[src/rtl/pipeline_elastic_pkg.sv]
// pipeline_pkg: shared types and limits for the elastic pipeline.
package pipeline_pkg;

    // Largest supported number of register stages.
    localparam int unsigned PIPE_MAX_DEPTH = 16;

    // Sideband flags that travel in lockstep with each data beat.
    typedef struct packed {
        logic done;       // end of tile
        logic co_filter;  // filter-channel change
    } pipe_side_t;

endpackage

[src/rtl/pipeline_elastic_slot.sv]
// pipe_slot: one elastic pipeline stage (valid bit, payload, sideband).
// Payload is captured only for valid beats; flush clears the valid bit only.
module pipe_slot
    import pipeline_pkg::*;
#(
    parameter int unsigned DATA_WIDTH = 8
) (
    input  logic                  clk,
    input  logic                  rst,
    input  logic                  i_load,
    input  logic                  i_flush,
    input  logic                  i_vld,
    input  logic [DATA_WIDTH-1:0] i_data,
    input  pipe_side_t            i_side,
    output logic                  o_vld,
    output logic [DATA_WIDTH-1:0] o_data,
    output pipe_side_t            o_side
);

    logic                  r_vld;
    logic [DATA_WIDTH-1:0] r_data;
    pipe_side_t            r_side;

    // Valid bit: cleared by reset or flush, otherwise follows the upstream valid on load.
    always_ff @(posedge clk or negedge rst) begin
        if (!rst) begin
            r_vld <= 1'b0;
        end else if (i_flush) begin
            r_vld <= 1'b0;
        end else if (i_load) begin
            r_vld <= i_vld;
        end
    end

    // Payload and flags: captured only when a valid beat is loaded.
    always_ff @(posedge clk or negedge rst) begin
        if (!rst) begin
            r_data <= '0;
            r_side <= '0;
        end else if (i_load && i_vld && !i_flush) begin
            r_data <= i_data;
            r_side <= i_side;
        end
    end

    assign o_vld  = r_vld;
    assign o_data = r_data;
    assign o_side = r_side;

endmodule

[src/rtl/pipeline_elastic.sv]
// pipeline_elastic: DEPTH-stage valid/ready pipeline with bubble collapsing
// and synchronous flush, carrying data plus done/co_filter sideband flags.
// Optional feature macro: PIPELINE_OCC_EN adds the registered occupancy output.
module pipeline_elastic
    import pipeline_pkg::*;
#(
    parameter int unsigned DATA_WIDTH = 8,
    parameter int unsigned DEPTH      = 2
) (
    input  logic                  clk,
    input  logic                  rst,
    input  logic                  flush,
    input  logic                  in_valid,
    output logic                  in_ready,
    input  logic [DATA_WIDTH-1:0] in_data,
    input  logic                  in_done,
    input  logic                  in_co_filter,
    output logic                  out_valid,
    input  logic                  out_ready,
    output logic [DATA_WIDTH-1:0] out_data,
    output logic                  out_done,
    output logic                  out_co_filter
`ifdef PIPELINE_OCC_EN
    ,
    output logic [$clog2(DEPTH+1)-1:0] occupancy
`endif
);

    logic [DEPTH:0]        w_rdy;
    logic [DEPTH-1:0]      w_load;
    logic [DEPTH-1:0]      w_vld;
    logic [DATA_WIDTH-1:0] w_data [DEPTH];
    pipe_side_t            w_side [DEPTH];
    pipe_side_t            w_in_side;

    assign w_in_side = '{done: in_done, co_filter: in_co_filter};

    // Ready chain, evaluated from the output stage back to the input stage.
    always_comb begin
        w_rdy        = '0;
        w_rdy[DEPTH] = out_ready;
        for (int unsigned k = 0; k < DEPTH; k++) begin
            w_rdy[DEPTH-1-k] = !w_vld[DEPTH-1-k] || w_rdy[DEPTH-k];
        end
    end

    assign w_load   = w_rdy[DEPTH-1:0] & ~{DEPTH{flush}};
    assign in_ready = w_rdy[0] && !flush;

    for (genvar g = 0; g < DEPTH; g++) begin : g_stage
        if (g == 0) begin : g_head
            pipe_slot #(.DATA_WIDTH(DATA_WIDTH)) u_slot (
                .clk    (clk),
                .rst    (rst),
                .i_load (w_load[g]),
                .i_flush(flush),
                .i_vld  (in_valid),
                .i_data (in_data),
                .i_side (w_in_side),
                .o_vld  (w_vld[g]),
                .o_data (w_data[g]),
                .o_side (w_side[g])
            );
        end else begin : g_body
            pipe_slot #(.DATA_WIDTH(DATA_WIDTH)) u_slot (
                .clk    (clk),
                .rst    (rst),
                .i_load (w_load[g]),
                .i_flush(flush),
                .i_vld  (w_vld[g-1]),
                .i_data (w_data[g-1]),
                .i_side (w_side[g-1]),
                .o_vld  (w_vld[g]),
                .o_data (w_data[g]),
                .o_side (w_side[g])
            );
        end
    end

    assign out_valid     = w_vld[DEPTH-1] && !flush;
    assign out_data      = w_data[DEPTH-1];
    assign out_done      = w_side[DEPTH-1].done;
    assign out_co_filter = w_side[DEPTH-1].co_filter;

`ifdef PIPELINE_OCC_EN
    localparam int unsigned OCC_W = $clog2(DEPTH+1);

    logic [OCC_W-1:0] r_occ;
    logic             w_in_xfer;
    logic             w_out_xfer;

    assign w_in_xfer  = in_valid && in_ready;
    assign w_out_xfer = out_valid && out_ready;

    // Occupancy tracks accepted minus emitted beats, which equals the set valid bits.
    always_ff @(posedge clk or negedge rst) begin
        if (!rst) begin
            r_occ <= '0;
        end else if (flush) begin
            r_occ <= '0;
        end else begin
            r_occ <= r_occ + OCC_W'(w_in_xfer) - OCC_W'(w_out_xfer);
        end
    end

    assign occupancy = r_occ;
`endif

endmodule

[config.mk]
export PLATFORM = sky130hd
export DESIGN_NAME = pipeline_elastic
export DESIGN_NICKNAME = d
export VERILOG_FILES = /design/src/rtl/pipeline_elastic_pkg.sv /design/src/rtl/pipeline_elastic_slot.sv /design/src/rtl/pipeline_elastic.sv
export SDC_FILE = /design/constraint.sdc
export NUM_CORES = 1
export LEC_CHECK = 0
export BUFFER_PORTS_ARGS = -buffer_cell sky130_fd_sc_hd__buf_2
export CORE_MARGIN = 5
export CORE_UTILIZATION = 45
export CTS_BUF_LIST = sky130_fd_sc_hd__clkbuf_16
export CTS_CLUSTER_SIZE = 20
export DETAILED_ROUTE_END_ITERATION = 10
export PLACE_DENSITY = 0.71
export REMOVE_ABC_BUFFERS = 1
export SETUP_SLACK_MARGIN = 0.5
export SLEW_MARGIN = 20
export SYNTH_ARGS = -nofsm -noshare
export SYNTH_HDL_FRONTEND = slang
export SYNTH_SLANG_ARGS = --single-unit
[constraint.sdc]
create_clock -name clk -period 3.3 [get_ports clk]
set_input_delay 0.66 -clock clk [delete_from_list [all_inputs] [get_ports clk]]
set_output_delay 0.66 -clock clk [all_outputs]
set_load 0.005 [all_outputs]
==> results.py <==
metrics = {
    "placed_design": {
        "dp_slack_ns": 1.18,
        "dp.cells": 106,
        "io_buffers": 26,
        "place_congestion": 0.578,
        "dp.final_hpwl_um": 1110,
    },
    "sta": {
        "final.setup.tns_ns": 0,
        "clock.fmax_ghz": 0.541,
        "fin_skew_ns": 0.00407,
        "whs_ns": 0.364,
        "fin_crit_ns": 1.85,
        "tightestPinTransition_ns": 0.620,
        "grt_setup_unrepaired": "false",
        "period_share_pct": 56.0,
        "setup_viol": 0,
        "slew_violations": 0,
        "finalHoldViolCount": 0,
        "setup_ws_ns": 1.45,
        "slew_headroom_pct": 58.6,
    },
    "detailed_routing": {
        "vias": 518,
        "viasPerCell": 4.71,
        "totalWireLength_um": 1580,
        "routedWlPerCell_um": 14.4,
        "firstDrtPassIters": 2,
        "antenna_left": 0,
        "drt_iter0_markers": 2,
        "drc": 0,
    },
    "critical_path": {
        "critPathKind": "input pin to flop",
        "critPathSlowestCell": "or3b_1",
        "rrSetupSlack_ns": 1.54,
        "endpoint_kind": "flop",
        "cp_num_buf_inv": 1,
        "critPathLaunchType": "input pin",
        "worstPathRequired_ns": 3.44,
        "slowest_delay_ns": 0.64,
        "crit_fanout": 10,
        "cp.arrival_ns": 1.98,
        "path_delay_family": "simple AND/OR/NAND/NOR gates",
        "path_cells": "buf_2 -> and3b_1 -> or3b_1 -> mux2_4",
    },
    "global_route": {
        "grt.total_usage_pct": 13.3,
        "grt_pass1_wl_um": 2700,
        "grt_max_degree": 23,
        "antenna_found_initial": 0,
        "first_global_vias": 581,
        "grt_overflow": 0,
    },
    "clock_network": {
        "cts_resized": 0,
        "postCtsSetupRepairBufs": 0,
        "clock-sinks": 22,
        "clockRootBuffer": "clkbuf_16",
        "cts_tree": "yes",
        "cts_max_path_buffers": 2,
        "clock_latency_ns": 0.25,
        "cts_buffers": 3,
        "postCtsHoldBufs": 0,
        "htreeDepth": 1,
        "clkTransAtPathRegs_ns": 0.06,
    },
    "cells_and_area": {
        "seqCellArea_sq_um": 551,
        "layout.nets": 99,
        "drive_gt1_share_pct": 60.2,
        "area_growth_pct": 28.4,
        "utilization_pct": 59.4,
        "num-fill-cells": 174,
        "multi_input_area_sq_um": 315,
        "stdcell_count": 110,
        "antenna_cells": 0,
    },
    "synth": {
        "synth_top_cell_area_share_pct": 61.9,
        "yosysUniqueCellTypes": 12,
        "ys_ff_latch": 22,
        "synthCells": 55,
        "yosys_warnings": 0,
        "syn_avg_cell_area_sq_um": 16.2,
        "ys_top_cells_by_area": "dfrtp_1, mux2_4, mux2_2",
        "yosys.area.top_type": "dfrtp_1",
        "syn_area_sq_um": 890,
        "yosysSeqAreaShare_pct": 61.9,
    },
    "pwr": {
        "peakVddDrop_uv": 543,
        "leakage_nw": 0.585,
        "powerDensity_nw_per_um2": 718,
    },
    "outcome": {
        "status": "complete, no violations",
    },
    "floorplanning": {
        "ioPinCount": 27,
        "dieArea_sq_um": 2970,
        "core_sq_um": 1920,
        "die_w_um": 54.5,
        "initial_core_util_pct": 46.3,
        "core.rowCount": 16,
        "die_h_um": 54.5,
    },
    "flow_run": {
        "max_cap_violations": 0,
    },
    "hold_path": {
        "hold_path.class": "input pin to async pin",
    },
}
-- final cells by class --
type | instances | share of cell area (%)
Clock buffer | 3 | 6.57
Sequential cell | 22 | 48.2
Multi-Input combinational cell | 29 | 27.6
Timing Repair Buffer | 26 | 11.4
Tap cell | 27 | 2.96
Clock inverter | 1 | 2.63
Inverter | 2 | 0.657
-- sequential cells by signal (all words and copies together) (netlist names) --
signal / cells
g_stage.g_body.u_slot.o_data: 8
g_stage.g_head.u_slot.o_side: 2
g_stage.g_body.u_slot.o_vld: 1
g_stage.g_head.u_slot.o_vld: 1
g_stage.g_head.u_slot.o_data: 8
g_stage.g_body.u_slot.o_side: 2
-- worst reg2reg max path, cell delays in order, from the launching register on --
cell	delay, ns
dfrtp_1	0.41
and3b_1	0.20
or3b_1	0.64
mux2_4	0.40
-- kinds of logic (layout without fill, tap and decap cells) --
family	count (synthesis)	count (layout)	share of synthesized area, %
flops	22	22	61.9
mux	20	20	29.5
simple gates	7	7	4.36
buf+inv	4	32	2.67
compound gates	2	2	1.55
-- routing by layer --
| layer | up-vias | part of all wire [%] | track usage [%] |
|---|---|---|---|
| met3 | 0 | 7.7 | 5.18 |
| met1 | 254 | 44 | 17.2 |
| li1 | 244 | - | - |
| met2 | 20 | 49 | 21.1 |
| met5 | - | 0 | 0 |
| met4 | 0 | 0 | 2.49 |
-- worst paths after layout --
path / from / to / cells past startpoint
setup / recovery: out_ready / g_stage[0].g_head.u_slot.o_side[0] / 4
min in group clk: g_stage[1].g_body.u_slot.o_side[1] / g_stage[1].g_body.u_slot.o_side[1] / 1
setup reg to reg: g_stage[1].g_body.u_slot.o_vld / g_stage[0].g_head.u_slot.o_side[0] / 3
hold / removal: rst / g_stage[0].g_head.u_slot.o_vld / 1
hold reg to reg: g_stage[1].g_body.u_slot.o_side[1] / g_stage[1].g_body.u_slot.o_side[1] / 1
max in group asynchronous: rst / g_stage[1].g_body.u_slot.o_data[1] / 1
-- synthesized netlist by cell type, drive strengths merged --
cell and n:
or3b 1, a21oi 1, nor2 4, nor2b 1, buf 2, mux2 20
dfrtp 22, and3b 1, a211o 1, inv 2
-- through the flow --
| step | total power [W] | area, sq um |
|---|---|---|
| 5_1_grt | 0.000864 | 1140 |
| 3_3_place_gp | 0.000489 | 1040 |
| 2_1_floorplan | 0.000430 | 873 |
| 4_1_cts | 0.000833 | 1140 |
| 6_report | 0.000821 | 1140 |
| 3_5_place_dp | 0.000495 | 1040 |
-- layout by cell type (no fill, tap or decap) --
| cell type | netlist | layout |
|---|---|---|
| clkbuf_16 | 0 | 3 |
| or3b_1 | 1 | 1 |
| bufinv_16 | 0 | 1 |
| and3b_1 | 1 | 1 |
| mux2_4 | 10 | 10 |
| nor2_1 | 4 | 4 |
| a21oi_1 | 1 | 1 |
| mux2_2 | 10 | 10 |
| nor2b_1 | 1 | 1 |
| dfrtp_1 | 22 | 22 |
| inv_1 | 2 | 2 |
| buf_2 | 1 | 26 |
| a211o_1 | 1 | 1 |
-- where the power goes --
group | total, W | switching [W] | internal [W]
sequential | 0.000354 | 0.0000274 | 0.000327
clock | 0.000333 | 0.0000923 | 0.000241
combinational | 0.000134 | 0.0000467 | 0.0000868
total | 0.000821 | 0.000166 | 0.000654
(Power assumes the default switching activity.)
